File: config.mk
export PLATFORM = sky130hd
export DESIGN_NAME = ifetch_queue_flat
export DESIGN_NICKNAME = d
export VERILOG_FILES = /design/src/rtl/ifetch_queue_if.sv /design/src/rtl/ifetch_queue.sv /design/src/flat_wrapper.sv
export SDC_FILE = /design/constraint.sdc
export NUM_CORES = 1
export LEC_CHECK = 0
export ABC_AREA = 1
export BUFFER_PORTS_ARGS = -buffer_cell sky130_fd_sc_hd__buf_2
export CORE_MARGIN = 8
export CORE_UTILIZATION = 60
export DETAILED_ROUTE_END_ITERATION = 10
export PLACE_DENSITY_LB_ADDON = 0.25
export SKIP_LAST_GASP = 1
export SLEW_MARGIN = 20
export SYNTH_ARGS = -nofsm -noshare
export SYNTH_HDL_FRONTEND = slang
export SYNTH_SLANG_ARGS = --single-unit
File: constraint.sdc
create_clock -name clk -period 9.9 [get_ports clk]
set_clock_uncertainty 0.1 [all_clocks]
set_input_delay 1.485 -clock clk [delete_from_list [all_inputs] [get_ports clk]]
set_output_delay 1.485 -clock clk [all_outputs]
set_load 0.01 [all_outputs]
File: src/rtl/ifetch_queue_if.sv
// Fetch-queue bus: redirect input, instruction-memory request/response and the IF/ID handshake.
// The master modport is the fetch queue; the slave modport is its memory/decode environment.
interface ifetch_queue_if;
  logic        redirect_valid;
  logic [31:0] redirect_pc;
  logic        mem_req_valid;
  logic [31:0] mem_req_addr;
  logic        mem_req_ready;
  logic        mem_resp_valid;
  logic [31:0] mem_resp_data;
  logic        out_valid;
  logic [31:0] out_pc;
  logic [31:0] out_inst;
  logic        out_ready;

  modport master (
    input  redirect_valid, redirect_pc, mem_req_ready, mem_resp_valid, mem_resp_data, out_ready,
    output mem_req_valid, mem_req_addr, out_valid, out_pc, out_inst
  );

  modport slave (
    output redirect_valid, redirect_pc, mem_req_ready, mem_resp_valid, mem_resp_data, out_ready,
    input  mem_req_valid, mem_req_addr, out_valid, out_pc, out_inst
  );
endinterface

File: src/rtl/ifetch_queue.sv
// Decoupled RV32 instruction-fetch queue: credit-limited sequential fetch, in-order response
// buffering into a {pc, inst} FIFO, and redirect flush that drops every pre-redirect response.
module ifetch_queue #(
  parameter int unsigned DEPTH    = 4,
  parameter logic [31:0] RESET_PC = 32'h0000_0000
) (
  input  logic           clk,
  input  logic           rst,
  ifetch_queue_if.master bus
);
  localparam int unsigned AW = $clog2(DEPTH);
  localparam int unsigned CW = AW + 1;

  typedef struct packed {
    logic [31:0] pc;
    logic [31:0] inst;
  } entry_t;

  entry_t        r_mem [DEPTH];
  logic [AW-1:0] r_rd_ptr;
  logic [AW-1:0] r_wr_ptr;
  logic [CW-1:0] r_count;
  logic [CW-1:0] r_outstanding;
  logic [CW-1:0] r_drop;
  logic [31:0]   r_fetch_pc;
  logic [31:0]   r_resp_pc;

  logic          w_credit;
  logic          w_accept;
  logic          w_resp;
  logic          w_push;
  logic          w_pop;
  logic [CW:0]   w_inflight;
  logic [31:0]   w_target;
  logic [1:0]    w_unused_pc_lsb;

  // Credit counts buffered plus outstanding fetches as seen at the start of the cycle.
  assign w_inflight        = {1'b0, r_count} + {1'b0, r_outstanding};
  assign w_credit          = w_inflight < (CW + 1)'(DEPTH);

  assign bus.mem_req_valid = !rst && !bus.redirect_valid && w_credit;
  assign bus.mem_req_addr  = r_fetch_pc;
  assign w_accept          = bus.mem_req_valid && bus.mem_req_ready;
  assign w_resp            = bus.mem_resp_valid && (r_outstanding != '0);
  assign w_push            = w_resp && (r_drop == '0) && !bus.redirect_valid;

  assign bus.out_valid     = !rst && (r_count != '0);
  assign w_pop             = bus.out_valid && bus.out_ready && !bus.redirect_valid;
  assign bus.out_pc        = bus.out_valid ? r_mem[r_rd_ptr].pc   : '0;
  assign bus.out_inst      = bus.out_valid ? r_mem[r_rd_ptr].inst : '0;

  assign w_target          = {bus.redirect_pc[31:2], 2'b00};
  assign w_unused_pc_lsb   = bus.redirect_pc[1:0];

  // NOTE: state registers use non-blocking assignments so every update sees pre-edge values.
  always_ff @(posedge clk) begin
    if (rst) begin
      r_fetch_pc    <= RESET_PC;
      r_resp_pc     <= RESET_PC;
      r_rd_ptr      <= '0;
      r_wr_ptr      <= '0;
      r_count       <= '0;
      r_outstanding <= '0;
      r_drop        <= '0;
    end else begin
      r_outstanding <= r_outstanding + CW'(w_accept) - CW'(w_resp);
      if (bus.redirect_valid) begin
        r_fetch_pc <= w_target;
        r_resp_pc  <= w_target;
        r_rd_ptr   <= '0;
        r_wr_ptr   <= '0;
        r_count    <= '0;
        // Everything still in flight after this cycle's response belongs to the old path.
        r_drop     <= r_outstanding - CW'(w_resp);
      end else begin
        if (w_accept) r_fetch_pc <= r_fetch_pc + 32'd4;
        if (w_resp && (r_drop != '0)) r_drop <= r_drop - CW'(1);
        if (w_push) begin
          r_wr_ptr  <= r_wr_ptr + AW'(1);
          r_resp_pc <= r_resp_pc + 32'd4;
        end
        if (w_pop) r_rd_ptr <= r_rd_ptr + AW'(1);
        r_count <= r_count + CW'(w_push) - CW'(w_pop);
      end
    end
  end

  // NOTE: the entry storage has no reset; out_valid gates every read, so stale contents never escape.
  always_ff @(posedge clk) begin
    if (w_push) r_mem[r_wr_ptr] <= '{pc: r_resp_pc, inst: bus.mem_resp_data};
  end
endmodule

File: src/flat_wrapper.sv
// flat-port wrapper written by rule: the top's interface ports become plain ports
module ifetch_queue_flat 
#(
  parameter int unsigned DEPTH    = 4,
  parameter logic [31:0] RESET_PC = 32'h0000_0000
)
  (clk, rst, bus_redirect_valid, bus_redirect_pc, bus_mem_req_ready, bus_mem_resp_valid, bus_mem_resp_data, bus_out_ready, bus_mem_req_valid, bus_mem_req_addr, bus_out_valid, bus_out_pc, bus_out_inst);
  ifetch_queue_if bus_i ();
  input  logic clk;
  input  logic rst;
  input wire logic [$bits(bus_i.redirect_valid)-1:0] bus_redirect_valid;
  input wire logic [$bits(bus_i.redirect_pc)-1:0] bus_redirect_pc;
  input wire logic [$bits(bus_i.mem_req_ready)-1:0] bus_mem_req_ready;
  input wire logic [$bits(bus_i.mem_resp_valid)-1:0] bus_mem_resp_valid;
  input wire logic [$bits(bus_i.mem_resp_data)-1:0] bus_mem_resp_data;
  input wire logic [$bits(bus_i.out_ready)-1:0] bus_out_ready;
  output wire logic [$bits(bus_i.mem_req_valid)-1:0] bus_mem_req_valid;
  output wire logic [$bits(bus_i.mem_req_addr)-1:0] bus_mem_req_addr;
  output wire logic [$bits(bus_i.out_valid)-1:0] bus_out_valid;
  output wire logic [$bits(bus_i.out_pc)-1:0] bus_out_pc;
  output wire logic [$bits(bus_i.out_inst)-1:0] bus_out_inst;
  assign bus_i.redirect_valid = bus_redirect_valid;
  assign bus_i.redirect_pc = bus_redirect_pc;
  assign bus_i.mem_req_ready = bus_mem_req_ready;
  assign bus_i.mem_resp_valid = bus_mem_resp_valid;
  assign bus_i.mem_resp_data = bus_mem_resp_data;
  assign bus_i.out_ready = bus_out_ready;
  assign bus_mem_req_valid = bus_i.mem_req_valid;
  assign bus_mem_req_addr = bus_i.mem_req_addr;
  assign bus_out_valid = bus_i.out_valid;
  assign bus_out_pc = bus_i.out_pc;
  assign bus_out_inst = bus_i.out_inst;
  ifetch_queue #(.DEPTH(DEPTH), .RESET_PC(RESET_PC)) u_core (.clk(clk), .rst(rst), .bus(bus_i));
endmodule
# Word level (Yosys, flattened, before mapping)
# Memory sizes are Yosys's and may differ from the RTL's. A register that Yosys moved wholly into a read port is not among the register bits.
# Cells that the tools add are included.
[word_totals]
ff_bits = 77
ram_bits = 256
inputBits = 70
output_inout_bits = 98
wordCells = 54
memories = 1
[classes]
addsub = 11
order_cmp = 1
muxes = 12
n_reduce_logical = 20
[memory_table]
columns = ["name", "words", "width", "rd", "rd_clocked_by_memory_dff", "wr", "line_no", "source"]
rows = [
  ["u_core.r_mem", 4, 64, 1, 1, 1, "ifetch_queue.sv:19", "entry_t r_mem [DEPTH];"],
]
[ops]
columns = ["operator", "n"]
rows = [
  ["two-way mux 32 bit", 6],
  ["adder 32 x 3 -> 32 bit (second input constant)", 2],
  ["logical AND 1 bit", 10],
  ["nonzero test 3 bit", 3],
  ["subtractor 3 x 1 -> 3 bit", 3],
  ["adder 3 x 1 -> 3 bit", 2],
  ["two-way mux 3 bit", 2],
  ["nonzero test 2 bit", 3],
  ["adder 2 x 1 -> 2 bit (second input constant)", 2],
  ["adder 3 x 3 -> 4 bit", 1],
  ["less-than comparator 4 x 3 -> 1 bit (second input constant)", 1],
  ["two-way mux 2 bit", 2],
  ["zero test 3 bit", 1],
  ["subtractor 3 x 1 -> 3 bit (second input constant)", 1],
  ["zero test 1 bit", 2],
  ["two-way mux 1 bit", 2],
  ["OR reduction 2 bit", 1],
]

# Logic depth before layout (Yosys ltp)
# Gate-level depths: netlist of run 1.
[depth]
word_depth = 6
mapped_depth = 12
depth_no_buf = 11

# Worst setup path before layout of run 1
# No wires, ideal clock.
[synth_timing]
path_type = "input -> register"
from = "in bus_mem_resp_valid"
to = "mem u_core.r_mem[0][0] (netlist bit) (enable)"
setup_time_ns = 0.482
arrival_time_ns = 4.748
required_ns = 9.318
setup_slack_ns = 4.570
stages = 5
n_path_buf = 0
cell_sequence = "a21boi_2 > nand2_2 > nor2_4 > inv_1 > nor2_1"
[synth_via]
elab_chain_cells = 5
[synth_rtl]
columns = ["item", "line_no", "source"]
rows = [
  ["start: declaration", "flat_wrapper.sv:14", "input wire logic [$bits(bus_i.mem_resp_valid)-1:0] bus_mem_resp_valid;"],
  ["logical AND 1 bit", "ifetch_queue.sv:44", "assign w_resp = bus.mem_resp_valid && (r_outstanding != '0);"],
  ["logical AND 1 bit (2 in a row)", "ifetch_queue.sv:45", "assign w_push = w_resp && (r_drop == '0) && !bus.redirect_valid;"],
  ["two-way mux 1 bit", "ifetch_queue.sv:90", "if (w_push) r_mem[r_wr_ptr] <= '{pc: r_resp_pc, inst: bus.mem_resp_data};"],
  ["two-way mux 1 bit (implied by the code)", "ifetch_queue.sv:90", ""],
  ["end: declaration", "ifetch_queue.sv:19", ""],
]
# No other way between the ends.

# Worst setup path after layout of run 1
[layout_timing]
from = "in rst"
to = "out bus_out_pc[17]"
[layout_via]
elab_chain_cells = 3
[layout_rtl]
columns = ["item", "line_no", "source"]
rows = [
  ["start: declaration", "flat_wrapper.sv:10", "input logic rst;"],
  ["zero test 1 bit", "ifetch_queue.sv:47", "assign bus.out_valid = !rst && (r_count != '0);"],
  ["logical AND 1 bit", "ifetch_queue.sv:47", ""],
  ["two-way mux 32 bit", "ifetch_queue.sv:49", "assign bus.out_pc = bus.out_valid ? r_mem[r_rd_ptr].pc : '0;"],
  ["end: declaration", "flat_wrapper.sv:20", "output wire logic [$bits(bus_i.out_pc)-1:0] bus_out_pc;"],
]
# No other way between the ends.

==> reports/qor.txt, run 1 <==
I/O pin cnt -> 168
Leak Pwr -> 0.006427 µW
first-pass GRT wire length -> 55460 µm
Worst Tran Pin Value -> 0.9761 ns
clk buf depth -> 3
gr usage total -> 23.70%
Post-synth ARST share -> 0%
worst reg-to-reg setup slack -> 6.31 ns
die area -> 29550 µm²
gpl congestion -> 0.9658
Die Ht -> 171.9 µm
commonest cells in the synthesized netlist -> nor2_1 (347), edfxtp_1 (248), nand2_1 (226), o21ai_0 (167), a21oi_1 (119)
Sink Count -> 323
CORE AREA -> 24110 µm²
worst reg2reg path endpoint -> u_core.r_mem[3][43]$_DFFE_PP_
# Post-CTS Setup Buffers -> 0
worst-path fanout max -> 63
initial antenna violation count -> 1
worst endpoint required time -> 8.32 ns
via/cell ratio -> 5.523
DR iter-0 viols -> 986
final net count -> 1771
HP Start -> u_core.r_rd_ptr[1]$_SDFFE_PP0P_
Distinct cells, synth -> 43
site row count -> 57
Antenna Nets Post-Route -> 0
crit path launch type -> input pin
Num CTS Buffers -> 34
RSZ-0062 raised after global routing -> false
pin count of the biggest net entering global routing -> 93
max cap viols -> 0
clk root buf -> clkbuf_16
predominant post-synthesis flop cell -> edfxtp_1
setup TNS -> 0 ns
share of post-route cells with drive strength above 1 -> 14.96%
share of the synthesized area in the top cell type -> 51.06%
Setup crit end kind -> output port
DR vias -> 11.21k
cts hold-fix bufs -> 0
Initial Util -> 60.50%
WL/cell -> 17.23 µm
CTS tree -> done
GRT overflow -> 0
drt first pass iters -> 5
Routed WL -> 34960 µm
Max-slew headroom -> 34.93%
# diodes -> 0
Seq/Total Area, Yosys -> 61.36%
Post-synth EDFFs -> 248
worst vdd ir -> 0.0001062 V
Max Fclk -> 174.4 MHz
Post-Syn Area -> 14580 µm²
reg2reg start -> u_core.r_outstanding[1]$_SDFF_PP0_
area grow syn2layout -> 14.22%
critical path arrival -> 4.15 ns
Worst Setup SP -> rst
Hold Path Cell Cnt -> 2
top cells by area, synth -> edfxtp_1 (51%), dfxtp_1 (10%), nor2_1 (8.9%)
Detail Placement HPWL -> 21700 µm
Seq cells post-synth -> 323
Finished Layout Cells -> 2029
most frequent cell after synthesis -> nor2_1
Crit Path Category -> input pin to output port
post-CTS sizing -> 0
Yosys warning total -> 0
Hold Vio Cnt, Final -> 0
pwr/cell area -> 184.1 nW/µm²
Inst Count DP -> 1971
fin crit share -> 57.91%
Die X -> 171.9 µm
detailed-route DRC error count -> 0
Clock Latency Late Sink -> 0.51 ns
IO Port Bufs -> 161
Final setup viols -> 0
Worst R2R Path Depth -> 7
Mapped Avg Cell Area -> 9.446 µm²
clock-pin slew on the worst setup and hold paths -> 0.06 ns
H-tree depth -> 2
Cells after Synth -> 1544
Slew Viols, Final -> 0
status -> finished, final reports clean
Hold WC Path Type -> flip-flop to flip-flop
post-layout minimum cycle time -> 5.733 ns
vias in the first global route -> 10.89k
area leader, netlist -> edfxtp_1
[cell usage in the layout, fill, tap and decap left out, types with 2 or more instances in the layout]
cell type / synthesis / routed
nor3_1: 6 / 6
nand4_1: 9 / 9
clkinv_1: 1 / 6
buf_2: 12 / 161
edfxtp_1: 248 / 248
bufinv_16: 0 / 2
nor2_2: 6 / 6
inv_2: 5 / 5
nand2_2: 3 / 4
clkbuf_1: 44 / 4
nor2_1: 347 / 343
fa_1: 2 / 2
nand3_1: 63 / 63
o21ai_1: 3 / 3
o21ai_0: 167 / 167
clkinv_8: 0 / 2
ha_1: 16 / 16
nand2_4: 2 / 2
conb_1: 1 / 4
or2_2: 2 / 2
nand2_1: 226 / 225
inv_1: 106 / 106
o211ai_1: 7 / 7
nor3b_1: 2 / 2
dfxtp_1: 75 / 73
nor2_4: 5 / 9
clkbuf_16: 0 / 35
xnor2_1: 6 / 6
nand3b_1: 4 / 4
clkinv_2: 1 / 6
buf_4: 7 / 10
xor2_1: 19 / 19
a21oi_1: 119 / 119
a31oi_1: 13 / 13
[kinds of logic (layout without fill, tap and decap cells)]
| logic type | count (synthesis) | in the layout | share of synthesized area (%) |
|---|---|---|---|
| xor+xnor | 25 | 25 | 1.501 |
| fa+ha+maj | 18 | 18 | 1.647 |
| compound gates | 314 | 314 | 11.11 |
| simple gates | 679 | 679 | 19.11 |
| other cells | 1 | 4 | 0.02571 |
| buf+inv | 184 | 342 | 5.242 |
| flops | 323 | 323 | 61.36 |
[per-layer routing]
| metal | wire length (µm) | GRT usage, % | vias up |
|---|---|---|---|
| li1 | - | - | 5473 |
| met1 | 15120 | 31.92 | 5206 |
| met2 | 16360 | 39.13 | 464 |
| met3 | 2731 | 3.790 | 61 |
| met4 | 739 | 7.346 | 2 |
| met5 | 13 | 0 | - |
[power by group]
group / internal [µW] / total [µW] / switching (µW)
sequential: 1530 / 1590 / 55.8
combinational: 88.1 / 263 / 175
clock: 711 / 1220 / 506
[flip-flops by register name (all words and copies together), names as in the netlist, named ones only]
register	flops
u_core.r_wr_ptr	2
u_core.bus.mem_req_addr	30
u_core.r_drop	3
u_core.r_resp_pc	30
u_core.r_outstanding	3
u_core.r_count	3
u_core.r_mem	248
u_core.r_rd_ptr	2
[layout make-up]
class | instances | area [µm²]
Sequential cell | 323 | 8954
Clock inverter | 18 | 172.7
Timing Repair Buffer | 171 | 880.8
Multi-Input combinational cell | 1040 | 4915
Tap cell | 324 | 405.4
Inverter | 113 | 425.4
Fill cell | 1857 | 7448
Clock buffer | 40 | 904.6
[worst max-delay path by stage]
stage / to / slack [ns] / cells past startpoint
2_1_floorplan: u_core.r_mem[0][0]$_DFFE_PP_ / 4.57 / 5
6_report: bus_out_pc[17] / 4.17 / 7
5_1_grt: bus_out_pc[15] / 4.10 / 7
3_5_place_dp: bus_out_pc[17] / 4.27 / 7
3_3_place_gp: bus_out_pc[17] / 4.29 / 7
4_1_cts: bus_out_pc[17] / 4.26 / 7
[stage by stage]
stage                     instance area, µm²  setup slack (ns)  util [%]  total power, µW  hold WS, ns
after detailed placement               15580             4.266     64.63             1874       0.3595
after global placement                 15580             4.291     64.63             1862       0.3421
after floorplan                        14600             4.570         -             1781       0.3356
after global routing                   16660             4.097     69.10             3184       0.4054
final                                  16660             4.167     69.10             3067       0.3713
after CTS                              16660             4.263     69.10             3079       0.3819
[critical path, stage by stage]
cell	delay (ns)
buf_2	0.08
buf_4	0.49
clkinv_1	0.71
nand2_2	0.23
buf_4	0.67
a21oi_1	0.22
buf_2	0.21
Note: power is estimated with default switching activity, not from simulation.
==> inputs of run 2 (changes only) <==
--- a/config.mk
+++ b/config.mk
@@ -8,7 +8,7 @@
 export ABC_AREA = 1
 export BUFFER_PORTS_ARGS = -buffer_cell sky130_fd_sc_hd__buf_2
 export CORE_MARGIN = 8
-export CORE_UTILIZATION = 60
+export CORE_UTILIZATION = 59
 export DETAILED_ROUTE_END_ITERATION = 10
 export PLACE_DENSITY_LB_ADDON = 0.25
 export SKIP_LAST_GASP = 1
==> constraint.sdc (replaced) <==
create_clock -name clk -period 5.3 [get_ports clk]
set_clock_uncertainty 0.1 [all_clocks]
set_input_delay 0.795 -clock clk [delete_from_list [all_inputs] [get_ports clk]]
set_output_delay 0.795 -clock clk [all_outputs]
set_load 0.01 [all_outputs]
==> run 2 against run 1 <==
Via count up 1.9%; cell area down 0.44%; sequential share of layout area up 0.24 points; non-clock buffer count up 4; register-to-register slack worse by 4.3 ns; critical path type is now flip-flop to output port; largest power group unchanged.
==> reports/qor.txt, run 2 (synthesis results as in run 1) <==
status -> finished, final reports clean (unchanged)
post-layout minimum cycle time -> 4.128 ns
worst reg-to-reg setup slack -> 1.97 ns (was 6.31 ns)
first-pass GRT wire length -> 56150 µm (was 55460 µm)
site row count -> 57 (unchanged)
most frequent cells in the layout -> nor2_1 (343), edfxtp_1 (248), nand2_1 (225) (unchanged)
pre-CTS WS -> 1.482 ns (was 4.266 ns)
Hold Path Cell Cnt -> 1 (was 2)
sw frac -> 23.73% (was 24.01%)
# diodes -> 0 (unchanged)
GRT overflow -> 0 (unchanged)
CP peak stage delay -> 0.87 ns (was 0.71 ns)
Hold Vio Cnt, Final -> 0 (unchanged)
vias in the first global route -> 11.16k (was 10.89k)
gpl congestion -> 0.9391 (was 0.9658)
fillers -> 1823 (was 1857)
max cap viols -> 0 (unchanged)
Routed WL -> 35410 µm (was 34960 µm)
Top delay family on crit path -> buffers and inverters (unchanged)
IO Port Bufs -> 161 (unchanged)
Max Fclk -> 242.3 MHz
WL/cell -> 17.42 µm (was 17.23 µm)
clk buf depth -> 3 (unchanged)
Initial Util -> 59.97% (was 60.50%)
Net Sw Power -> 1315 µW (was 736.5 µW)
DR vias -> 11.42k (was 11.21k)
combinational share of power -> 8.9% (was 8.6%)
CP max stage cell -> inv_2 (was clkinv_1)
WP buf/inv -> 3 (was 5)
DR iter-0 viols -> 1216 (was 986)
setup TNS -> 0 ns (unchanged)
Detail Placement HPWL -> 22500 µm (was 21700 µm)
worst-path cell chain -> inv_2, buf_4, o21ai_0, a21oi_1, buf_2 (was buf_2, buf_4, clkinv_1, nand2_2, buf_4, a21oi_1, buf_2)
combined area of the multi-input logic cells -> 4915 µm² (unchanged)
max reg flops -> 248 (unchanged)
Finished Layout Cells -> 2033 (was 2029)
via/cell ratio -> 5.615 (was 5.523)
I/O pin cnt -> 168 (unchanged)
Clock Latency Late Sink -> 0.55 ns (was 0.51 ns)
Sequential Power Share -> 53.5% (was 51.7%)
fin crit share -> 77.88%
Setup crit end kind -> output port (unchanged)
worst vdd ir -> 0.0002317 V (was 0.0001062 V)
Max-slew headroom -> 28.51% (was 34.93%)
Final WS setup -> 1.172 ns (was 4.167 ns)
detailed-route DRC error count -> 0 (unchanged)
# Post-CTS Setup Buffers -> 0 (unchanged)
worst reg2reg path endpoint -> u_core.r_mem[3][15]$_DFFE_PP_ (was u_core.r_mem[3][43]$_DFFE_PP_)
H-tree depth -> 1 (was 2)
RSZ-0062 raised after global routing -> false (unchanged)
initial antenna violation count -> 0 (was 1)
pin count of the biggest net entering global routing -> 74 (was 93)
Final setup viols -> 0 (unchanged)
cts hold-fix bufs -> 0 (unchanged)
Worst R2R Path Depth -> 7 (unchanged)
worst-path fanout max -> 73 (was 63)
Num CTS Buffers -> 31 (was 34)
Inst Count DP -> 1975 (was 1971)
Leak Pwr -> 0.006396 µW (was 0.006427 µW)
HP Start -> bus_mem_resp_data[6] (was u_core.r_rd_ptr[1]$_SDFFE_PP0P_)
area grow syn2layout -> 13.71% (was 14.22%)
pwr/cell area -> 334.1 nW/µm² (was 184.1 nW/µm²)
Hold WC Path Type -> input pin to flip-flop (was flip-flop to flip-flop)
Worst Hold Path EP -> u_core.r_mem[2][6]$_DFFE_PP_
Core Util, Final -> 68.19% (was 69.10%)
clk root buf -> clkbuf_16 (unchanged)
internal power -> 4226 µW (was 2331 µW)
clock-pin slew on the worst setup and hold paths -> 0.06 ns (about the same)
Clk pwr share -> 37.5% (was 39.7%)
die area -> 30010 µm² (was 29550 µm²)
crit path launch type -> flip-flop (was input pin)
CORE AREA -> 24320 µm² (was 24110 µm²)
Sink Count -> 323 (unchanged)
post-CTS sizing -> 0 (unchanged)
worst endpoint required time -> 4.41 ns (was 8.32 ns)
Die X -> 173.2 µm (was 171.9 µm)
Slew Viols, Final -> 0 (unchanged)
drt first pass iters -> 6 (was 5)
gr usage total -> 22.76% (was 23.70%)
final net count -> 1772 (was 1771)
critical path arrival -> 3.23 ns (was 4.15 ns)
Final Cell Area -> 16580 µm² (was 16660 µm²)
Die Ht -> 173.2 µm (was 171.9 µm)
Reg area -> 8954 µm² (unchanged)
Antenna Nets Post-Route -> 0 (unchanged)
share of post-route cells with drive strength above 1 -> 14.92% (was 14.96%)
Area after DPL -> 15610 µm² (was 15580 µm²)
CTS tree -> done (unchanged)
reg2reg start -> u_core.r_outstanding[1]$_SDFF_PP0_ (unchanged)
Crit Path Category -> flip-flop to output port (was input pin to output port)
most common cell after layout, fill and taps aside -> nor2_1 (unchanged)
Worst Tran Pin Value -> 1.071 ns (was 0.9761 ns)
Top reg by flops -> u_core.r_mem (unchanged)
run 2: changes by cell type in the layout (fill, tap and decap cells not counted), sizes merged:
cell and delta:
clkinv -5, inv -1, clkbuf +7, bufinv -1, buf +4
run 2: per-layer routing:
metal  GRT usage, %  share of wire (%)  vias up
met5              0                  0        -
met1          29.74                 43     5357
met2          38.52                 48      516
li1               -                  -     5486
met4          6.648                2.0        0
met3          3.877                7.8       56
run 2: worst max-delay path by stage:
| stage | start | end | slack [ns] | cells past startpoint |
|---|---|---|---|---|
| after floorplan | bus_mem_resp_valid | u_core.r_mem[0][0]$_DFFE_PP_ | 0.66 | 5 |
| after global placement | bus_redirect_valid | u_core.r_outstanding[2]$_SDFF_PP0_ | 1.58 | 10 |
| after detailed placement | bus_redirect_valid | u_core.r_outstanding[2]$_SDFF_PP0_ | 1.48 | 10 |
| after CTS | flip-flop | bus_out_inst[0] | 1.20 | 5 |
| after global routing | flip-flop | bus_out_inst[2] | 0.97 | 5 |
| final | flip-flop | bus_out_inst[0] | 1.17 | 5 |
run 2: worst reg2reg max path, stage by stage (launching register included):
cell      delay, ns
dfxtp_1        0.38
inv_1          0.12
a21boi_2       0.23
nand2_2        0.21
nor2_4         0.47
inv_1          0.34
nor2_4         0.63
buf_4          0.49
run 2: area by class of cell:
type / count / area share (%)
clock buffers: 47 / 5.342
multi-input cells: 1040 / 29.64
clock inverters: 11 / 0.5281
well taps: 324 / 2.445
repair buffers: 175 / 5.493
inverters: 113 / 2.565
flip-flops and latches: 323 / 53.99
run 2: through the flow:
stage	total power [µW]	hold slack, ns
floorplan	3327	0.3356
detailed placement	3505	0.3546
global placement	3480	0.3427
finish	5541	0.3533
CTS	5560	0.3434
global route	5744	0.3411
run 2: power by group through the flow:
stage / combinational (µW) / clock, µW / sequential (µW)
after floorplan: 333 / 0 / 2990
after global placement: 470 / 0 / 3010
after detailed placement: 490 / 0 / 3020
after CTS: 494 / 2100 / 2960
after global routing: 561 / 2200 / 2980
final: 494 / 2080 / 2970
